--- src/rtl/imem_loader.sv ---
// Host-side instruction-memory loader: streams a program into consecutive
// addresses from 0, then enables the CPU until it halts.
module imem_loader #(
    parameter int BUS_WIDTH  = 32,
    parameter int ADDR_WIDTH = 8,
    parameter int DEPTH      = 256
) (
    input  logic                  CLK,
    input  logic                  RST_n,
    input  logic                  start,
    input  logic [ADDR_WIDTH:0]   len,
    input  logic                  abort,
    input  logic                  in_valid,
    input  logic [BUS_WIDTH-1:0]  in_data,
    output logic                  in_ready,
    output logic                  im_we,
    output logic [ADDR_WIDTH-1:0] im_addr,
    output logic [BUS_WIDTH-1:0]  im_wdata,
    input  logic                  cpu_halt,
    output logic                  cpu_run,
    output logic                  done,
    output logic                  error,
    output logic [ADDR_WIDTH:0]   words_loaded
);

    typedef enum logic [1:0] {IDLE, LOAD, FLUSH, RUN} state_e;

    localparam logic [ADDR_WIDTH:0]   DEPTH_W = (ADDR_WIDTH + 1)'(DEPTH);
    localparam logic [ADDR_WIDTH:0]   ONE_W   = (ADDR_WIDTH + 1)'(1);
    localparam logic [ADDR_WIDTH-1:0] ONE_P   = ADDR_WIDTH'(1);

    state_e                state_q, state_d;
    logic [ADDR_WIDTH:0]   len_q, len_d;
    logic [ADDR_WIDTH-1:0] ptr_q, ptr_d;
    logic [ADDR_WIDTH:0]   words_loaded_q, words_loaded_d;
    logic                  im_we_q, im_we_d;
    logic [ADDR_WIDTH-1:0] im_addr_q, im_addr_d;
    logic [BUS_WIDTH-1:0]  im_wdata_q, im_wdata_d;
    logic                  done_q, done_d;
    logic                  error_q, error_d;

    logic start_ok;
    logic beat;
    logic last_beat;

    assign in_ready  = (state_q == LOAD) && !abort;
    assign cpu_run   = (state_q == RUN);
    assign beat      = in_valid && in_ready;
    assign start_ok  = (len != '0) && (len <= DEPTH_W);
    assign last_beat = beat && ((words_loaded_q + ONE_W) == len_q);

    // NOTE: sequential state uses non-blocking assignments so every flop samples pre-edge values.
    always_ff @(posedge CLK or negedge RST_n) begin
        if (!RST_n) begin
            state_q <= IDLE;
        end else begin
            state_q <= state_d;
        end
    end

    always_comb begin
        state_d = state_q;
        case (state_q)
            IDLE:    if (start && start_ok) state_d = LOAD;
            LOAD:    if (abort) state_d = IDLE;
                     else if (last_beat) state_d = FLUSH;
            FLUSH:   state_d = RUN;
            RUN:     if (cpu_halt) state_d = IDLE;
            default: state_d = IDLE;
        endcase
    end

    always_comb begin
        // NOTE: every signal gets a default first so no path infers a latch.
        len_d          = len_q;
        ptr_d          = ptr_q;
        words_loaded_d = words_loaded_q;
        im_we_d        = 1'b0;
        im_addr_d      = im_addr_q;
        im_wdata_d     = im_wdata_q;
        done_d         = 1'b0;
        error_d        = 1'b0;
        case (state_q)
            IDLE: begin
                if (start && start_ok) begin
                    len_d          = len;
                    ptr_d          = '0;
                    words_loaded_d = '0;
                end else if (start) begin
                    error_d = 1'b1;
                end
            end
            LOAD: begin
                // in_ready already excludes abort, so an aborted cycle never writes.
                if (abort) begin
                    error_d = 1'b1;
                end else if (beat) begin
                    im_we_d        = 1'b1;
                    im_addr_d      = ptr_q;
                    im_wdata_d     = in_data;
                    ptr_d          = ptr_q + ONE_P;
                    words_loaded_d = words_loaded_q + ONE_W;
                end
            end
            RUN: begin
                if (cpu_halt) done_d = 1'b1;
            end
            default: ;
        endcase
    end

    always_ff @(posedge CLK or negedge RST_n) begin
        if (!RST_n) begin
            len_q          <= '0;
            ptr_q          <= '0;
            words_loaded_q <= '0;
            im_we_q        <= 1'b0;
            im_addr_q      <= '0;
            im_wdata_q     <= '0;
            done_q         <= 1'b0;
            error_q        <= 1'b0;
        end else begin
            len_q          <= len_d;
            ptr_q          <= ptr_d;
            words_loaded_q <= words_loaded_d;
            im_we_q        <= im_we_d;
            im_addr_q      <= im_addr_d;
            im_wdata_q     <= im_wdata_d;
            done_q         <= done_d;
            error_q        <= error_d;
        end
    end

    assign im_we        = im_we_q;
    assign im_addr      = im_addr_q;
    assign im_wdata     = im_wdata_q;
    assign done         = done_q;
    assign error        = error_q;
    assign words_loaded = words_loaded_q;

endmodule

--- config.mk ---
export PLATFORM = sky130hd
export DESIGN_NAME = imem_loader
export DESIGN_NICKNAME = d
export VERILOG_FILES = /design/src/rtl/imem_loader.sv
export SDC_FILE = /design/constraint.sdc
export NUM_CORES = 1
export LEC_CHECK = 0
export ABC_CLOCK_PERIOD_IN_PS = 3370
export CORE_ASPECT_RATIO = 2
export CORE_UTILIZATION = 40
export CTS_CLUSTER_DIAMETER = 60
export DETAILED_ROUTE_END_ITERATION = 8
export DONT_BUFFER_PORTS = 1
export MAX_ROUTING_LAYER = met4
export PLACE_DENSITY = 0.5
export SYNTH_ARGS = -nofsm -noshare
export SYNTH_HDL_FRONTEND = slang
export SYNTH_SLANG_ARGS = --single-unit
--- constraint.sdc ---
create_clock -name CLK -period 3.37 [get_ports CLK]
set_input_delay 0.8425 -clock CLK [delete_from_list [all_inputs] [get_ports CLK]]
set_output_delay 0.8425 -clock CLK [all_outputs]
set_load 0.01 [all_outputs]
**Word level (Yosys, flattened, before mapping)**

Index checks and enable logic that the tools add are counted.
Widths: inputs -> output; s select.

- Input port bits: 47
- Output and inout bits: 54
- Flip-flop bits (word level): 71
- Word-level logic and storage cells: 57

- Add/subtract/negate cells: 2
- Eq/ne operators: 9
- Reductions and logical operators: 13
- Multiplexer cells: 22
- Bitwise operators: 1
- Magnitude comparators: 1

Operators by type and width:

| kind | count |
|---|---|
| $mux 9 | 3 |
| $mux 8 | 3 |
| $pmux 9 s2 | 1 |
| $pmux 8 s2 | 1 |
| $add 9x1->9 const B | 1 |
| $eq 9x9->1 | 1 |
| $le 9x9->1 const B | 1 |
| $reduce_bool 9->1 | 1 |
| $add 8x1->8 const B | 1 |
| $mux 1 | 8 |
| $mux 2 | 4 |
| $ne 2x2->1 const B | 4 |
| $pmux 2 s4 | 1 |
| $reduce_and 3->1 | 2 |
| $logic_and 1x1->1 | 5 |
| $eq 2x2->1 const B | 2 |
| $reduce_and 4->1 | 1 |
| $ne 3x3->1 const B | 1 |
| $eq 2x1->1 const B | 1 |
| $logic_not 2->1 | 1 |
| $pmux 1 s2 | 1 |
| $reduce_and 2->1 | 1 |
| $reduce_bool 2->1 | 1 |
| $logic_not 1->1 | 1 |
| $not 1->1 | 1 |

**Depth between registers and ports, before layout**

Gate-level depths: netlist of the first run.

- Depth in word-level cells: 7
- Gate-level depth with buffers: 8
- Mapped depth without buffers: 7

**Worst setup path before layout of the first run**

No wires, ideal clock.

- Path kind: input port to flip-flop
- Start point: in len[1]
- End point: reg words_loaded_q[4], in the netlist words_loaded[4]
- Data required time: 3238 ps
- Buffers on the path: 1
- Cell stages on the path: 7
- Setup slack: 1271 ps
- Setup time: 132 ps
- Arrival time: 1967 ps
- Cell sequence: nor4_2 -> a21boi_1 -> and3b_1 -> buf_2 -> nor2_4 -> o21ai_0 -> o31ai_1

- Longest elaborated chain between the ends: 5
- Elaborated cells on any way between the ends: 6
- Classes of those cells: order compare: 1; eq/ne: 1; reduce/logical: 4

RTL lines:

| element | RTL line | source |
|---|---|---|
| from (decl) | 11 | `input logic [ADDR_WIDTH:0] len,` |
| $le 9x9->1 or $reduce_bool 9->1 (tied branches) | 49 | `assign start_ok = (len != '0) && (len <= DEPTH_W);` |
| $logic_and 1x1->1 (*) | 49 |  |
| $logic_and 1x1->1 (*) | 85 | `if (start && start_ok) begin` |
| $ne 2x2->1 (no source line) (*) | -- |  |
| $reduce_and 4->1 (no source line) (*) | -- |  |
| to (signal assigned) | 125 | `words_loaded_q <= words_loaded_d;` |
| to (decl) | 35 | `logic [ADDR_WIDTH:0] words_loaded_q, words_loaded_d;` |

Mark *: on every way between the ends. The rest lies on a longest branch, timed or not.
A chain may end at the register's enable or synchronous reset.

**Worst setup path after layout of the first run**

- Start point: reg words_loaded_q[0], in the netlist words_loaded[0]
- End point: reg state_q[0]

- Longest elaborated chain between the ends: 5

RTL lines:

| element | RTL line | source |
|---|---|---|
| $add 9x1->9 | 50 | `assign last_beat = beat && ((words_loaded_q + ONE_W) == len_q);` |
| $eq 9x9->1 | 50 |  |
| $logic_and 1x1->1 | 50 |  |
| $ne 3x3->1 (no source line) | -- |  |
| $reduce_and 3->1 (no source line) | -- |  |
| to (signal assigned) | 57 | `state_q <= state_d;` |
| to (decl) | 32 | `state_e state_q, state_d;` |

Every way passes these cells.

==> impl_metrics.py, run 1 <==
metrics = {
    "outcome": {
        "outcome": "finished clean",
    },
    "timing": {
        "finalHoldViolCount": 0,
        "setup_viol": 0,
        "min_period_over_period_pct": 67.6,
        "fin_crit_ps": 2280,
        "slew_headroom_pct": 67.4,
        "clock-skew-final_ps": 6.96,
        "rsz0062_at_grt": "false",
        "clock.fmax_mhz": 439,
        "worst_pin_slew_ps": 488,
        "drv_slew": 0,
        "tns_ps": 0,
    },
    "drt": {
        "firstDrtPassIters": 4,
        "final_antenna_net_count": 0,
        "wl_um": 7000,
        "drcViolationCount": 0,
        "wire_per_inst_um": 15.6,
        "drt_iter0_drc": 118,
        "via_per_inst": 5.22,
        "dr_total_vias": 2345,
    },
    "setup_path": {
        "r2r_end": "state_q[0]",
        "cp.required_ps": 3590,
        "cp-start-kind": "flop",
        "startpoint": "words_loaded[0]",
        "end_kind": "flop",
        "rrSetupSlack_ps": 1090,
        "worstPathMaxFanout": 6,
        "cp_data_arrival_time_ps": 2500,
        "timing.rr.start": "words_loaded[0]",
        "r2r_cells": 6,
        "path_class": "reg -> reg",
    },
    "synth": {
        "ys_async_sr_fraction_pct": 100,
        "ys_ff_latch": 71,
        "yosysSeqAreaShare_pct": 55.7,
        "synth_edf_count": 0,
        "synth_area_um2": 3190,
        "yosysWarnings": 0,
        "syn_nets": 399,
        "post_synth.cell_area_avg_um2": 9.12,
        "ys_types": 42,
        "syn_inst": 350,
        "ys.flop_type": "dfrtp_1",
    },
    "clock_tree": {
        "htreeDepth": 3,
        "clkTransAtPathRegs_ps": 60,
        "hold_buffers": 0,
        "clkSinkCount": 71,
        "worstSkewPairLatency_ps": 330,
        "postCtsSetupRepairBufs": 0,
        "cts_root_buffer": "clkbuf_16",
        "cts_resized": 0,
        "cts_tree": "built",
        "clockBufferDepth": 2,
        "cts_inserted_buffers": 9,
    },
    "min_path": {
        "hp-class": "in -> async",
    },
    "die": {
        "die_h_um": 128,
        "die-area_um2": 8360,
        "start_util_pct": 41.7,
        "core-area_um2": 7660,
        "die_w_um": 65.2,
        "row_count": 45,
        "io_pins": 101,
    },
    "grt": {
        "overflow": 0,
        "grt_pass1_vias": 2310,
        "antenna_found_initial": 0,
        "grt_first_pass_wirelength_um": 11100,
        "grt_max_degree": 72,
        "groute.usage.overall_pct": 18.4,
    },
    "pwr": {
        "p_leak_nw": 1.79,
        "power.density_nw_per_um2": 776,
        "ir_drop_mv": 0.343,
    },
    "job": {
        "max_cap_viol_count": 0,
    },
    "placed_design": {
        "io_buffers": 0,
        "dp_hpwl_um": 5100,
        "place_congestion": 0.745,
    },
    "final_layout": {
        "fin_nets": 399,
        "diodes": 0,
        "final_core_util_pct": 46.7,
        "final_layout_size_suffix_gt1_share_pct": 8.45,
        "fill_cells": 751,
        "area_growth_pct": 12.1,
    },
}
-- cell usage after synthesis (3+ instances only) --
cell type  number  share of area (%)
nor3b_1         3               0.71
o21ai_0        12                1.9
a21oi_1         3               0.47
buf_2           7                1.1
clkbuf_1        6               0.71
nand2_1       161                 19
dfrtp_1        71                 56
and3_1          3               0.59
o31ai_1         3               0.71
nand3_1         5               0.78
xor2_1         11                3.0
o21ai_1         3               0.47
nand2b_1        4               0.78
nand4_1         4               0.78
nor2_1         13                1.5
xnor2_1         7                1.9
-- per-layer routing --
layer  share of wire, %  up-vias  global-route usage [%]
met4                3.2        0                    9.97
met3                6.4       13                    4.98
met5                  0        -                       -
met1                 35     1128                    18.0
li1                   -     1127                       -
met2                 55       77                    32.1
-- logic make-up after synthesis --
family	share of synthesized area (%)
and+or+nand+nor	30.0
DFF	55.7
xor gates and xnor gates	4.94
adders and majority gates	0.784
buffers and inverters	2.74
AOI/OAI and AO/OA	5.84
-- worst max path at each step --
stage	endpoint	slack [ps]	cells past startpoint
floorplan	words_loaded[4]	1270	7
global placement	im_wdata[31]	940	8
detailed placement	words_loaded[4]	950	6
CTS	state_q[0]	1060	6
global route	state_q[0]	860	6
finish	state_q[0]	1090	6
-- worst max-delay path, cell delays in order, from the launching register on --
cell	delay, ps
dfrtp_1	560
ha_1	340
and4_1	390
nand4_1	230
o311ai_2	260
o311ai_1	190
a21o_1	200
-- flip-flops by register name (all words and copies together) (netlist names), named ones only --
| register | cells |
|---|---|
| im_wdata | 32 |
| len_q | 9 |
| words_loaded | 9 |
| im_addr | 8 |
| ptr_q | 8 |
| done | 1 |
| error | 1 |
| im_we | 1 |
| state_q | 1 |
-- per-stage QoR --
step                      power [mW]  hold slack (ps)  std cells  setup slack, ps  cell area (um^2)
after floorplan                 1.69              459        350             1270              3190
after global placement          1.80              485        433              939              3260
after detailed placement        1.82              483        433              949              3260
after CTS                       2.82              194        449             1060              3580
after global routing            2.95              191        449              855              3580
final                           2.77              210        449             1090              3580
-- cell usage in the layout (no fill, tap or decap), types with 4 or more instances in the layout --
| cell type | instances |
|---|---|
| nand2b_1 | 4 |
| xnor2_1 | 7 |
| nand4_1 | 4 |
| dfrtp_1 | 71 |
| nor2_1 | 13 |
| o21ai_0 | 12 |
| buf_4 | 5 |
| nand2_1 | 161 |
| nand3_1 | 5 |
| clkbuf_16 | 9 |
| xor2_1 | 11 |
-- cell type report --
type                       instances  area, um^2  share of cell area (%)
timing repair buffer               5        37.5                    1.05
inverter                           1        3.75                   0.105
multi-input combinational        262        1330                    37.1
clock buffer                      10         229                    6.40
clock inverter                     6        85.1                    2.38
sequential                        71        1780                    49.7
tap                               94         118                    3.29
-- report_power, final --
part | internal (mW) | switching, mW | leakage [nW]
Sequential | 1.10 | 0.294 | 0.926
Clock | 0.645 | 0.343 | 0.148
Combinational | 0.169 | 0.220 | 0.715
Total | 1.92 | 0.857 | 1.79
Note: power is estimated with default switching activity, not from simulation.
==> run 2, diff against run 1 <==
--- a/config.mk
+++ b/config.mk
@@ -5,14 +5,14 @@
 export SDC_FILE = /design/constraint.sdc
 export NUM_CORES = 1
 export LEC_CHECK = 0
-export ABC_CLOCK_PERIOD_IN_PS = 3370
+export ABC_CLOCK_PERIOD_IN_PS = 1900
 export CORE_ASPECT_RATIO = 2
 export CORE_UTILIZATION = 40
 export CTS_CLUSTER_DIAMETER = 60
 export DETAILED_ROUTE_END_ITERATION = 8
 export DONT_BUFFER_PORTS = 1
 export MAX_ROUTING_LAYER = met4
-export PLACE_DENSITY = 0.5
+export PLACE_DENSITY = 0.52
 export SYNTH_ARGS = -nofsm -noshare
 export SYNTH_HDL_FRONTEND = slang
 export SYNTH_SLANG_ARGS = --single-unit
==> constraint.sdc (replaced) <==
create_clock -name CLK -period 1.9 [get_ports CLK]
set_input_delay 0.475 -clock CLK [delete_from_list [all_inputs] [get_ports CLK]]
set_output_delay 0.475 -clock CLK [all_outputs]
set_load 0.01 [all_outputs]
==> run 2 against run 1 <==
Net effect: the run now ends with negative hold slack left; cell count is 4.5% higher; wire length is 7.6% higher; sequential share of layout area is 2.9 points lower; highest routed layer unchanged; register-to-register slack worse by 1100 ps; largest power group unchanged; global-route usage is 1.6 points higher.
==> impl_metrics.py, run 2 (synthesized netlist as in run 1, its figures left out) <==
metrics = {
    "drt": {
        "drcViolationCount": 0,
        "drt_iter0_drc": 133,
        "firstDrtPassIters": 4,
        "wire_per_inst_um": 16.0,
        "wl_um": 7530,
        "dr_total_vias": 2401,
        "via_per_inst": 5.12,
        "final_antenna_net_count": 0,
    },
    "setup_path": {
        "slowest_delay_ps": 380,
        "r2r_end": "state_q[0]",
        "startpoint": "words_loaded[0]",
        "cp-start-kind": "flop",
        "path_class": "reg -> reg",
        "critPathSlowestCell": "dfrtp_2",
        "crit_family": "compound AO/OA/AOI/OAI gates",
        "endpoint": "state_q[0]",
        "cpMostUsedCell": "o311ai_2",
        "end_kind": "flop",
        "worstPathMaxFanout": 6,
        "timing.rr.start": "words_loaded[0]",
        "rrSetupSlack_ps": 30,
        "r2r_cells": 6,
        "crit_buf_inv": 0,
        "cp.depth": 6,
        "cp.required_ps": 2120,
        "critical_path.cell_chain": "ha_4 > and4_4 > nand4_1 > o311ai_2 > o311ai_2 > a21o_1",
        "cp_data_arrival_time_ps": 2090,
    },
    "die": {
        "die_w_um": 65.2,
        "die-area_um2": 8360,
        "start_util_pct": 41.7,
        "io_pins": 101,
        "die_h_um": 128,
        "core-area_um2": 7660,
        "row_count": 45,
    },
    "pwr": {
        "p_comb_share_pct": 16.3,
        "p_int_mw": 3.55,
        "p_clk_share_pct": 35.8,
        "seqPwrFrac_pct": 47.9,
        "ir_drop_mv": 0.626,
        "total_power_mw": 5.14,
        "p_leak_nw": 1.91,
        "p_switching_mw": 1.59,
        "swShare_pct": 31.0,
        "power.density_nw_per_um2": 1350,
    },
    "min_path": {
        "hp-class": "in -> async",
    },
    "final_layout": {
        "design_area_um2": 3800,
        "largest_register_ff_count": 32,
        "final_cells": 469,
        "area_growth_pct": 19.0,
        "diodes": 0,
        "fin_nets": 419,
        "final_core_util_pct": 49.6,
        "final_layout_size_suffix_gt1_share_pct": 15.5,
        "final_common_cell": "nand2_1",
        "layout_common_cells": "nand2_1, dfrtp_1, buf_4, nor2_1, o21ai_0",
        "fill_cells": 785,
    },
    "timing": {
        "fin_hold_ws_ps": -162,
        "slew_headroom_pct": 67.9,
        "clock.fmax_mhz": 535,
        "worst_pin_slew_ps": 477,
        "drv_slew": 0,
        "tns_ps": 0,
        "rsz0062_at_grt": "true",
        "fin_ws_ps": 29.1,
        "setup_viol": 0,
        "finalHoldViolCount": 71,
        "clock-skew-final_ps": 3.37,
        "fin_crit_ps": 1870,
        "min_period_over_period_pct": 98.5,
    },
    "placed_design": {
        "io_buffers": 0,
        "place_congestion": 0.844,
        "place_area_um2": 3420,
        "dp_hpwl_um": 5310,
        "placed_cells": 452,
        "dp_slack_ps": -83.0,
    },
    "grt": {
        "antenna_found_initial": 0,
        "grt_max_degree": 72,
        "grt_first_pass_wirelength_um": 12000,
        "overflow": 0,
        "grt_pass1_vias": 2437,
        "groute.usage.overall_pct": 20.0,
    },
    "clock_tree": {
        "worstSkewPairLatency_ps": 330,
        "cts_tree": "built",
        "cts_root_buffer": "clkbuf_16",
        "clkTransAtPathRegs_ps": 60,
        "cts_inserted_buffers": 9,
        "htreeDepth": 3,
        "clockBufferDepth": 2,
        "clkSinkCount": 71,
    },
    "outcome": {
        "outcome": "finished with violations",
        "failed_checks": "negative hold slack",
    },
    "job": {
        "max_cap_viol_count": 0,
    },
}
-- run 2: cell count changes in the layout (fill, tap and decap cells not counted), sizes merged --
cell,change
buf,+20
clkbuf,+1
clkinv,-1
-- run 2: final cells by class --
class | count | area, um^2 | share of cell area, %
clock buffers | 11 | 253 | 6.66
clock inverters | 5 | 80.1 | 2.11
inverters | 1 | 3.75 | 0.0988
multi-input cells | 262 | 1370 | 35.9
flip-flops and latches | 71 | 1780 | 46.8
well taps | 94 | 118 | 3.10
repair buffers | 25 | 200 | 5.27
-- run 2: worst min-delay path by stage --
stage / from / to / slack (ps) / cells past startpoint
finish: RST_n / im_wdata[31] / -160 / 0
floorplan: RST_n / async pin / 180 / 0
CTS: RST_n / im_wdata[24] / -180 / 0
global route: RST_n / im_wdata[31] / -180 / 0
global placement: RST_n / im_wdata[31] / 180 / 0
detailed placement: RST_n / im_wdata[24] / 180 / 0
-- run 2: layer usage --
metal	part of all wire (%)	track usage [%]
met2	57	36.0
met4	2.4	9.21
met3	5.8	5.25
met1	35	19.5
met5	0	-
-- run 2: power groups by stage --
stage          registers (mW)  logic (mW)  clock network [mW]
5_1_grt                  2.52       0.973                1.94
3_3_place_gp             2.47       0.799                   0
4_1_cts                  2.46       0.839                1.89
2_1_floorplan            2.42       0.579                   0
6_report                 2.46       0.836                1.84
3_5_place_dp             2.49       0.829                   0
-- run 2: timing repair --
item,CTS,global route
pin swaps,0,3
hold endpoints to repair,71,71
buffers inserted,0,1
setup endpoints to repair,1,1
resized for setup,3,5
-- run 2: worst reg2reg max path: cells and delay by family (launching register included) --
| kind | cells | cell delay, ps |
|---|---|---|
| adder cells (fa/ha/maj) | 1 | 140 |
| flip-flops | 1 | 380 |
| AND/OR/NAND/NOR | 2 | 460 |
| AO/OA/AOI/OAI | 3 | 780 |
